--- src/rtl/gcd_datapath_pkg.sv ---
// gcd_datapath_pkg: shared width default and operand-load status codes for the GCD datapath and its FSM
package gcd_datapath_pkg;
   localparam int         GCD_W    = 8;
   localparam logic [1:0] CLD_NONE = 2'b00;
   localparam logic [1:0] CLD_X    = 2'b01;
   localparam logic [1:0] CLD_FULL = 2'b11;
endpackage

--- src/rtl/gcd_result_port.sv ---
// gcd_result_port: gld edge detect, result latch and valid/ready hold
//   clk, clr        clock, synchronous active-high reset
//   gld             latch request (level; only its rising edge captures)
//   x, y            working registers; result is x, or y when x is zero
//   gcd_valid/out   result port, held stable until gcd_ready
//   gcd_ready       consumer ready
//   accept          result consumed this cycle (gcd_valid & gcd_ready)
module gcd_result_port
   import gcd_datapath_pkg::*;
#(
   parameter int W = GCD_W
) (
   input  logic         clk,
   input  logic         clr,
   input  logic         gld,
   input  logic [W-1:0] x,
   input  logic [W-1:0] y,
   input  logic         gcd_ready,
   output logic         gcd_valid,
   output logic [W-1:0] gcd_out,
   output logic         accept
);
   logic         gld_q, valid_q, valid_d, cap;
   logic [W-1:0] out_q, out_d;
   always_comb begin
      cap     = gld & ~gld_q & ~valid_q;
      valid_d = cap | (valid_q & ~gcd_ready);
      out_d   = cap ? ((x == '0) ? y : x) : out_q;
   end
   always_ff @(posedge clk) begin
      if (clr) begin
         gld_q   <= 1'b0;
         valid_q <= 1'b0;
         out_q   <= '0;
      end else begin
         gld_q   <= gld;
         valid_q <= valid_d;
         out_q   <= out_d;
      end
   end
   assign gcd_valid = valid_q;
   assign gcd_out   = out_q;
   assign accept    = valid_q & gcd_ready;
endmodule

--- src/rtl/gcd_datapath.sv ---
// gcd_datapath: GCD datapath -- operand loader, x/y working registers, status flags, result port
//   clk, clr                  clock, synchronous active-high reset
//   in_valid/in_data/in_ready operand beats: first beat is x, second is y
//   xld, yld, xmsel, ymsel    FSM load commands (sel 1 = staged operand, 0 = difference)
//   gld                       FSM result latch request
//   eqflg, ltflg, cld         status to FSM: terminate, y<x, operand-load status
//   gcd_valid/gcd_out/gcd_ready result port
module gcd_datapath
   import gcd_datapath_pkg::*;
#(
   parameter int W = GCD_W
) (
   input  logic         clk,
   input  logic         clr,
   input  logic         in_valid,
   input  logic [W-1:0] in_data,
   output logic         in_ready,
   input  logic         xld,
   input  logic         yld,
   input  logic         xmsel,
   input  logic         ymsel,
   input  logic         gld,
   output logic         eqflg,
   output logic         ltflg,
   output logic [1:0]   cld,
   output logic         gcd_valid,
   output logic [W-1:0] gcd_out,
   input  logic         gcd_ready
);
   logic [W-1:0] x_q, x_d, y_q, y_d, xin_q, xin_d, yin_q, yin_d;
   logic [1:0]   cld_q, cld_d;
   logic         cap_x, cap_y, out_acc;
   // Beat capture overrides FSM commands for the register it writes.
   always_comb begin
      cap_x = in_valid & in_ready & (cld_q == CLD_NONE);
      cap_y = in_valid & in_ready & (cld_q == CLD_X);
      x_d   = cap_x ? in_data : xld ? (xmsel ? xin_q : x_q - y_q) : x_q;
      y_d   = cap_y ? in_data : yld ? (ymsel ? yin_q : y_q - x_q) : y_q;
      xin_d = cap_x ? in_data : xin_q;
      yin_d = cap_y ? in_data : yin_q;
      cld_d = out_acc ? CLD_NONE : cap_x ? CLD_X : cap_y ? CLD_FULL : cld_q;
   end
   always_ff @(posedge clk) begin
      if (clr) begin
         x_q   <= '0;
         y_q   <= '0;
         xin_q <= '0;
         yin_q <= '0;
         cld_q <= CLD_NONE;
      end else begin
         x_q   <= x_d;
         y_q   <= y_d;
         xin_q <= xin_d;
         yin_q <= yin_d;
         cld_q <= cld_d;
      end
   end
   // A zero operand terminates too, otherwise subtraction would never converge.
   assign eqflg    = (x_q == y_q) | (x_q == '0) | (y_q == '0);
   assign ltflg    = y_q < x_q;
   assign in_ready = cld_q != CLD_FULL;
   assign cld      = cld_q;
   gcd_result_port #(.W(W)) u_result (
      .clk       (clk),
      .clr       (clr),
      .gld       (gld),
      .x         (x_q),
      .y         (y_q),
      .gcd_ready (gcd_ready),
      .gcd_valid (gcd_valid),
      .gcd_out   (gcd_out),
      .accept    (out_acc)
   );
endmodule

--- config.mk ---
export PLATFORM = sky130hd
export DESIGN_NAME = gcd_datapath
export DESIGN_NICKNAME = d
export VERILOG_FILES = /design/src/rtl/gcd_datapath_pkg.sv /design/src/rtl/gcd_result_port.sv /design/src/rtl/gcd_datapath.sv
export SDC_FILE = /design/constraint.sdc
export NUM_CORES = 1
export LEC_CHECK = 0
export BUFFER_PORTS_ARGS = -buffer_cell sky130_fd_sc_hd__clkbuf_2
export CORE_MARGIN = 2
export CORE_UTILIZATION = 55
export CTS_CLUSTER_SIZE = 12
export DETAILED_ROUTE_END_ITERATION = 8
export PLACE_DENSITY = 0.76
export SLEW_MARGIN = 20
export SYNTH_ARGS = -nofsm -noshare
export SYNTH_HDL_FRONTEND = slang
export SYNTH_SLANG_ARGS = --single-unit
--- constraint.sdc ---
create_clock -name clk -period 3.15 [get_ports clk]
set_clock_uncertainty 0.2 [all_clocks]
set_input_delay 0.63 -clock clk [delete_from_list [all_inputs] [get_ports clk]]
set_output_delay 0.63 -clock clk [all_outputs]
set_load 0.01 [all_outputs]
---- Yosys cells after proc, flatten, opt, wreduce, memory -nomap -nowiden ----
Cells that the tools add are included.
operators by class
  add/sub/neg operators ................... 2
  magnitude comparators ................... 1
  equality and inequality tests ........... 3
  mux-type cells .......................... 9
  bitwise gates (word level) .............. 13
  reduce and logical (&&, ||, !) cells .... 8
operators with widths
  kind                  count
  $mux W8               7
  $logic_not A8 Y1      2
  $sub A8 B8 Y8         2
  $eq A8 B8 Y1          1
  $lt A8 B8 Y1          1
  $and A1 B1 Y1         7
  $reduce_bool A2 Y1    3
  $not A1 Y1            3
  $or A1 B1 Y1          3
  $reduce_or A3 Y1      1
  $eq A2 B1 Y1 const B  1
  $logic_not A2 Y1      1
  $mux W1               2
  $ne A2 B2 Y1 const B  1
  $reduce_or A2 Y1      1
storage, ports and cells
  bits in registers ....................... 44
  input bits .............................. 17
  output and inout port bits .............. 14
  word-level logic and storage cells ...... 45

---- Longest topological paths before layout ----
Gate-level depths: netlist of the first run.
  depth in word-level cells ............... 5
  depth in mapped cells ................... 8
  mapped depth without buffers ............ 8

---- Modules after synthesis ----
From an unflattened synthesis of the first run, not the netlist that was laid out.
second synthesis, totals
  cell total of the unflattened synthesis .. 329
  area total of the unflattened synthesis .. 2,646.3 µm²
by module, submodules not included
  module           instances  cells each  area an instance (µm²)  seq. area each (µm²)
  gcd_datapath     1          283         2,175.8                 680.7
  gcd_result_port  1          46          470.5                   200.2

---- Least setup slack after synthesis of the first run ----
No wires, ideal clock.
  kind .................................... flip-flop to output port
  start point ............................. register y_q[3]
  end point ............................... output port ltflg
  arrival time ............................ 1.713 ns
  data required time ...................... 2.320 ns
  slack ................................... 0.607 ns
  cell stages (with the launch flop) ...... 9
  path buffers ............................ 1
  cell sequence ........................... dfxtp_1 > inv_1 > ha_1 > buf_2 > or2_2 > o211ai_1 > a21oi_1 > a21o_1 > a21oi_1
on the way
  word-level cells in the longest chain between the ends .. 1
RTL lines
  element                 line                text
  from (decl)             gcd_datapath.sv:30  logic [W-1:0] x_q, x_d, y_q, y_d, xin_q, xin_d, yin_q, yin_d;
  from (signal assigned)  gcd_datapath.sv:52  y_q <= y_d;
  $lt A8 B8 Y1            gcd_datapath.sv:60  assign ltflg = y_q < x_q;
  to (decl)               gcd_datapath.sv:24  output logic ltflg,
Every way passes these cells.

---- Worst setup path in the final report of the first run ----
  start point ............................. register y_q[0]
  end point ............................... output port ltflg
The elaborated chain is that of the path after synthesis.

==> results of run 1 <==
-- report_power, final --
group | internal [uW] | total (uW) | switching (uW) | leakage [uW]
sequential | 605 | 652 | 47.0 | 0.000362
combinational | 261 | 613 | 351 | 0.000734
clock | 179 | 371 | 192 | 0.0000455
-- registers in the layout, summed over array words and instances, names as in the netlist --
signal,count
u_result.gcd_out,8
x_q,8
xin_q,8
y_q,8
yin_q,8
cld,2
u_result.gcd_valid,1
u_result.gld_q,1
-- worst max-delay path, delay by kind of cell, from the launching register on --
| kind | cells | cell delay, ps |
|---|---|---|
| AO/OA/AOI/OAI | 4 | 520 |
| adder cells (fa/ha/maj) | 2 | 600 |
| buffers and inverters | 2 | 190 |
| flip-flops | 1 | 330 |
| AND/OR/NAND/NOR | 1 | 240 |
-- how the worst min path moves through the flow --
| stage | startpoint | end | slack, ps | cells after the start |
|---|---|---|---|---|
| after detailed placement | yin_q[4] | yin_q[4] | 250 | 2 |
| after global routing | xin_q[1] | xin_q[1] | 280 | 2 |
| after CTS | yin_q[4] | yin_q[4] | 260 | 2 |
| final | xin_q[7] | xin_q[7] | 260 | 2 |
| after floorplan | xin_q[7] | xin_q[7] | 240 | 2 |
| after global placement | yin_q[7] | yin_q[7] | 240 | 2 |
-- routing by layer --
layer	up-vias	global-route usage [%]	wire length [um]	share of wire (%)
met2	94	44.95	3083	47
li1	1196	-	-	-
met5	-	0	0	0
met3	12	3.750	394	6.0
met1	1122	34.90	2919	45
met4	0	10.48	150	2.3
-- area by class of cell --
cell class / instances / area [um^2]
tap: 52 / 65.06
timing repair buffer: 36 / 195.2
sequential: 44 / 883.3
multi-input combinational: 245 / 1545
inverter: 18 / 67.56
fill: 402 / 1568
clock buffer: 8 / 90.09
-- per-stage QoR --
stage / util, % / power (uW) / cell area (um^2)
2_1_floorplan: - / 1088 / 2559
3_3_place_gp: 61.90 / 1247 / 2733
3_5_place_dp: 61.90 / 1249 / 2733
4_1_cts: 64.03 / 1622 / 2826
5_1_grt: 64.48 / 1742 / 2846
6_report: 64.48 / 1636 / 2846
-- kinds of logic after synthesis --
group / Yosys count / synth area share (%)
buffers and inverters: 35 / 5.428
muxes: 4 / 1.565
and+or+nand+nor: 120 / 23.03
xor gates and xnor gates: 7 / 2.396
AOI/OAI and AO/OA: 97 / 24.26
adders and majority gates: 17 / 8.900
DFF: 44 / 34.43
-- timing repair --
item,in CTS,in global routing
buffers inserted,0,2
hold buffers,0,0
pin swaps,0,1
resized for setup,1,3
endpoints found under the setup margin,1,1
endpoints found under the hold margin,0,0
gates cloned,0,0
-- cell usage in the layout (no fill, tap or decap), types with 2 or more instances in the layout --
cell type / netlist / layout
or2_2: 3 / 3
o21ai_0: 11 / 11
a21o_1: 4 / 4
nand2_1: 51 / 51
clkbuf_2: 0 / 30
nand4_1: 3 / 3
a211oi_1: 12 / 12
o211a_1: 3 / 3
nor2b_1: 6 / 6
nor3_1: 11 / 11
a21oi_1: 40 / 39
mux2i_1: 4 / 4
o22ai_1: 5 / 5
buf_4: 1 / 6
nor2_1: 21 / 21
or3_1: 2 / 2
o311ai_0: 2 / 2
dfxtp_1: 44 / 42
a21boi_0: 5 / 5
ha_1: 15 / 14
clkbuf_1: 11 / 2
nor4_1: 3 / 3
dfxtp_2: 0 / 2
clkbuf_8: 0 / 6
xor2_1: 2 / 2
nand3_1: 4 / 4
fa_1: 2 / 2
nor4b_1: 2 / 2
xnor2_1: 5 / 5
o211ai_1: 4 / 4
inv_1: 18 / 18
or3b_2: 2 / 2
nand3b_1: 4 / 4
==> impl_metrics.env, run 1 <==
export IMPL_clock_latency_ps=310
export IMPL_post_synth_top_count_cell="nand2_1"
export IMPL_core_um2=4414
export IMPL_die_area_um2=5214
export IMPL_synth_cell_types=51
export IMPL_yosysSeqAreaShare_pct=34.43
export IMPL_start_util_pct=57.96
export IMPL_wl_per_cell_um=16.25
export IMPL_synth_top_area_share_pct=34.43
export IMPL_grt_start_max_net_pins=33
export IMPL_place_inst=393
export IMPL_globalRouteTotalUtil_pct=26.83
export IMPL_hold_viol_final=0
export IMPL_htreeDepth=2
export IMPL_place_hpwl_um=4893
export IMPL_leakagePower_uw=0.001142
export IMPL_cp_startpoint="y_q[0]"
export IMPL_grt_pass1_wl_um=10910
export IMPL_fin_tns_setup_ps=0
export IMPL_yosys_area_top_type="dfxtp_1"
export IMPL_routed_via_density=6.015
export IMPL_crit_type="flip-flop to output port"
export IMPL_grt_pass1_vias=2284
export IMPL_cp_max_fo=3
export IMPL_crit_path_max_incr_delay_ps=380
export IMPL_rrSetupSlack_ps=810
export IMPL_cts_made_buffers=5
export IMPL_cts_sinks=44
export IMPL_yosys_warnings=0
export IMPL_ys_top_cells_by_area="dfxtp_1 34%, a21oi_1 7.8%, nand2_1 7.5%"
export IMPL_cp_start_kind="flip-flop"
export IMPL_worst_pin_slew_ps=629.8
export IMPL_portBuffers=30
export IMPL_drv_slew=0
export IMPL_drc=0
export IMPL_syn_inst=324
export IMPL_endpoint_kind="output port"
export IMPL_synth_nets=358
export IMPL_final_cells=403
export IMPL_via_count=2424
export IMPL_ys_ff_latch=44
export IMPL_synthFlopType="dfxtp_1"
export IMPL_chipHeight_um=72.21
export IMPL_n_antenna_cell=0
export IMPL_clockBufferDepth=2
export IMPL_final_setup_viol_count=0
export IMPL_hold_ws_ps=257.2
export IMPL_fin_ws_ps=141.6
export IMPL_fin_crit_ps=3008
export IMPL_endpoint="ltflg"
export IMPL_wirelength_um=6548
export IMPL_ios=31
export IMPL_synthArstFlopShare_pct=0
export IMPL_final_antenna_net_count=0
export IMPL_syn_area_um2=2559
export IMPL_critPathArrivalTime_ps=2180
export IMPL_power_density_nw_per_um2=574.7
export IMPL_drv_cap=0
export IMPL_timing_final_crit_share_pct=95.50
export IMPL_synth_edff_count=0
export IMPL_cts_tree="done"
export IMPL_drive_gt1_share_pct=16.24
export IMPL_max_freq_ghz=0.3324
export IMPL_r2r_end="x_q[4]"
export IMPL_r2r_start="x_q[0]"
export IMPL_worstPathRequired_ps=2320
export IMPL_routabilityCongestion=0.9166
export IMPL_firstDrtPassIters=5
export IMPL_grt_ovfl_total=0
export IMPL_crit_chain="inv_1 > ha_1 > fa_1 > and2b_1 > o211ai_1 > a21oi_2 > a21o_1 > a21oi_1 > clkbuf_2"
export IMPL_dieWidth_um=72.21
export IMPL_avgSynthCellArea_um2=7.897
export IMPL_status="finished, final reports clean"
export IMPL_num_rows=24
export IMPL_root_buffer="clkbuf_8"
export IMPL_nets=384
export IMPL_cts_clk_slew_worst_paths_ps=80
export IMPL_drt_first_iter_violations=210
export IMPL_yosys_top_cells_count="51 x nand2_1, 44 x dfxtp_1, 40 x a21oi_1"
export IMPL_syn_to_final_growth_pct=11.25
export IMPL_ir_drop_mv=0.3130
export IMPL_max_slew_margin_pct=58.02
export IMPL_holdCritPathClass="flip-flop to flip-flop"
export IMPL_crit_slowest_cell="fa_1"
export IMPL_rr_worst_depth=8
export IMPL_dp_slack_ps=313.1
export IMPL_grt_setup_unrepaired="no"
export IMPL_antenna_found_initial=0
(Power assumes the default switching activity.)
==> run 2: changes to the inputs <==
--- a/config.mk
+++ b/config.mk
@@ -11,6 +11,7 @@
 export CTS_CLUSTER_SIZE = 12
 export DETAILED_ROUTE_END_ITERATION = 8
 export PLACE_DENSITY = 0.76
+export RECOVER_POWER = 25
 export SLEW_MARGIN = 20
 export SYNTH_ARGS = -nofsm -noshare
 export SYNTH_HDL_FRONTEND = slang
==> run 2 against run 1 <==
Net effect:
- non-clock buffer count is the same
- critical path depth is the same
- sequential share of layout area grew 0.14 points
- cell area shrank 0.44%
- flip-flop and latch count is the same
- hold slack gained 0.54 ps
- core utilization shrank 0.28 points
- register-to-register slack gained 20 ps
==> impl_metrics.env, run 2 (synthesis gave the netlist of run 1 again) <==
export IMPL_layout_common_cells="51 x nand2_1, 42 x dfxtp_1, 39 x a21oi_1"
export IMPL_grt_ovfl_total=0
export IMPL_status="finished, final reports clean"
export IMPL_ctsHoldBuffers=0
export IMPL_clockBufferDepth=2
export IMPL_cp_depth=9
export IMPL_layout_commonest_cell="nand2_1"
export IMPL_drive_gt1_share_pct=13.96
export IMPL_num_fill_cells=411
export IMPL_seqCellArea_um2=883.3
export IMPL_cp_max_fo=3
export IMPL_crit_path_max_incr_delay_ps=380
export IMPL_antenna_found_initial=0
export IMPL_critPathArrivalTime_ps=2170
export IMPL_routed_via_density=6.030
export IMPL_cp_start_kind="flip-flop"
export IMPL_wirelength_um=6577
export IMPL_grt_pass1_vias=2284
export IMPL_fin_total_pwr_uw=1633
export IMPL_root_buffer="clkbuf_8"
export IMPL_core_um2=4414
export IMPL_htreeDepth=2
export IMPL_drc=0
export IMPL_fin_crit_ps=2998
export IMPL_dieWidth_um=72.21
export IMPL_endpoint_kind="output port"
export IMPL_clock_latency_ps=310
export IMPL_cts_clk_slew_worst_paths_ps=80
export IMPL_cp_top_family="adder cells"
export IMPL_die_area_um2=5214
export IMPL_crit_type="flip-flop to output port"
export IMPL_ir_drop_mv=0.3146
export IMPL_ios=31
export IMPL_cts_tree="done"
export IMPL_via_count=2430
export IMPL_worstPathRequired_ps=2320
export IMPL_postLayoutCellArea_um2=2834
export IMPL_timing_final_crit_share_pct=95.19
export IMPL_multi_input_area_um2=1545
export IMPL_crit_slowest_cell="fa_1"
export IMPL_crit_chain="inv_1 > ha_1 > fa_1 > and2b_1 > o211ai_1 > a21oi_2 > a21o_1 > a21oi_1 > clkbuf_2"
export IMPL_portBuffers=30
export IMPL_power_density_nw_per_um2=576.4
export IMPL_cp_startpoint="y_q[0]"
export IMPL_globalRouteTotalUtil_pct=26.83
export IMPL_final_setup_viol_count=0
export IMPL_max_freq_ghz=0.3335
export IMPL_routabilityCongestion=0.9166
export IMPL_leakagePower_uw=0.001115
export IMPL_n_antenna_cell=0
export IMPL_rrSetupSlack_ps=830
export IMPL_cts_made_buffers=5
export IMPL_fin_tns_setup_ps=0
export IMPL_holdCritPathClass="flip-flop to flip-flop"
export IMPL_nets=384
export IMPL_num_rows=24
export IMPL_start_util_pct=57.96
export IMPL_worst_pin_slew_ps=1400
export IMPL_grt_start_max_net_pins=33
export IMPL_final_cells=403
export IMPL_final_antenna_net_count=0
export IMPL_grt_pass1_wl_um=10910
export IMPL_hold_viol_final=0
export IMPL_firstDrtPassIters=5
export IMPL_grt_setup_unrepaired="no"
export IMPL_rr_worst_depth=8
export IMPL_endpoint="ltflg"
export IMPL_dpl_instance_area_um2=2733
export IMPL_crit_buf_inv=2
export IMPL_drv_slew=0
export IMPL_wl_per_cell_um=16.32
export IMPL_place_hpwl_um=4893
export IMPL_max_slew_margin_pct=6.645
export IMPL_drt_first_iter_violations=218
export IMPL_drv_cap=0
export IMPL_cts_sinks=44
export IMPL_chipHeight_um=72.21
export IMPL_r2r_end="x_q[4]"
export IMPL_r2r_start="x_q[0]"
export IMPL_syn_to_final_growth_pct=10.76
export IMPL_place_inst=393
-- run 2: how the worst min path moves through the flow --
stage	startpoint	to	slack, ps	cells past startpoint
after floorplan	xin_q[7]	xin_q[7]	240	2
after global placement	yin_q[7]	yin_q[7]	240	2
after detailed placement	yin_q[4]	yin_q[4]	250	2
after CTS	yin_q[4]	yin_q[4]	260	2
after global routing	xin_q[1]	xin_q[1]	280	2
final	xin_q[7]	xin_q[7]	260	2
-- run 2: metrics by stage --
| stage | setup WS, ps | hold slack, ps | util (%) |
|---|---|---|---|
| after floorplan | 607.1 | 236.3 | - |
| after global placement | 366.9 | 241.5 | 61.90 |
| after detailed placement | 313.1 | 246.8 | 61.90 |
| after CTS | 7.414 | 257.8 | 64.03 |
| after global routing | 13.87 | 279.7 | 64.20 |
| final | 151.5 | 257.7 | 64.20 |
-- run 2: area by class of cell --
type / count / area share, %
Tap cell: 52 / 2.296
Inverter: 18 / 2.384
Clock buffer: 8 / 3.179
Sequential cell: 44 / 31.17
Timing Repair Buffer: 36 / 6.446
Multi-Input combinational cell: 245 / 54.53
-- run 2: per-layer routing --
layer  wire length, um  vias to the layer above  GRT usage (%)
met5                 0                        -              0
met4               151                        0          10.48
met3               362                       16          3.750
met2              3102                       84          44.95
met1              2961                     1134          34.90
li1                  -                     1196              -
-- run 2: repair_timing --
action,CTS,global route
pin swaps,0,1
setup buffers,0,2
endpoints found under the hold margin,0,0
gates resized for setup,1,3
setup endpoints to repair,1,1
-- run 2: tightest hold or removal path, delay by kind of cell (launching register included) --
| kind | cells | cell delay, ps |
|---|---|---|
| AOI/OAI and AO/OA | 1 | 50 |
| DFF | 1 | 310 |
| and+or+nand+nor | 1 | 50 |
-- run 2: power by group --
group          switching, uW  internal, uW  leakage, uW
clock                    192           179    0.0000455
sequential              47.2           605     0.000362
combinational            351           259     0.000708
total                    590          1040      0.00112
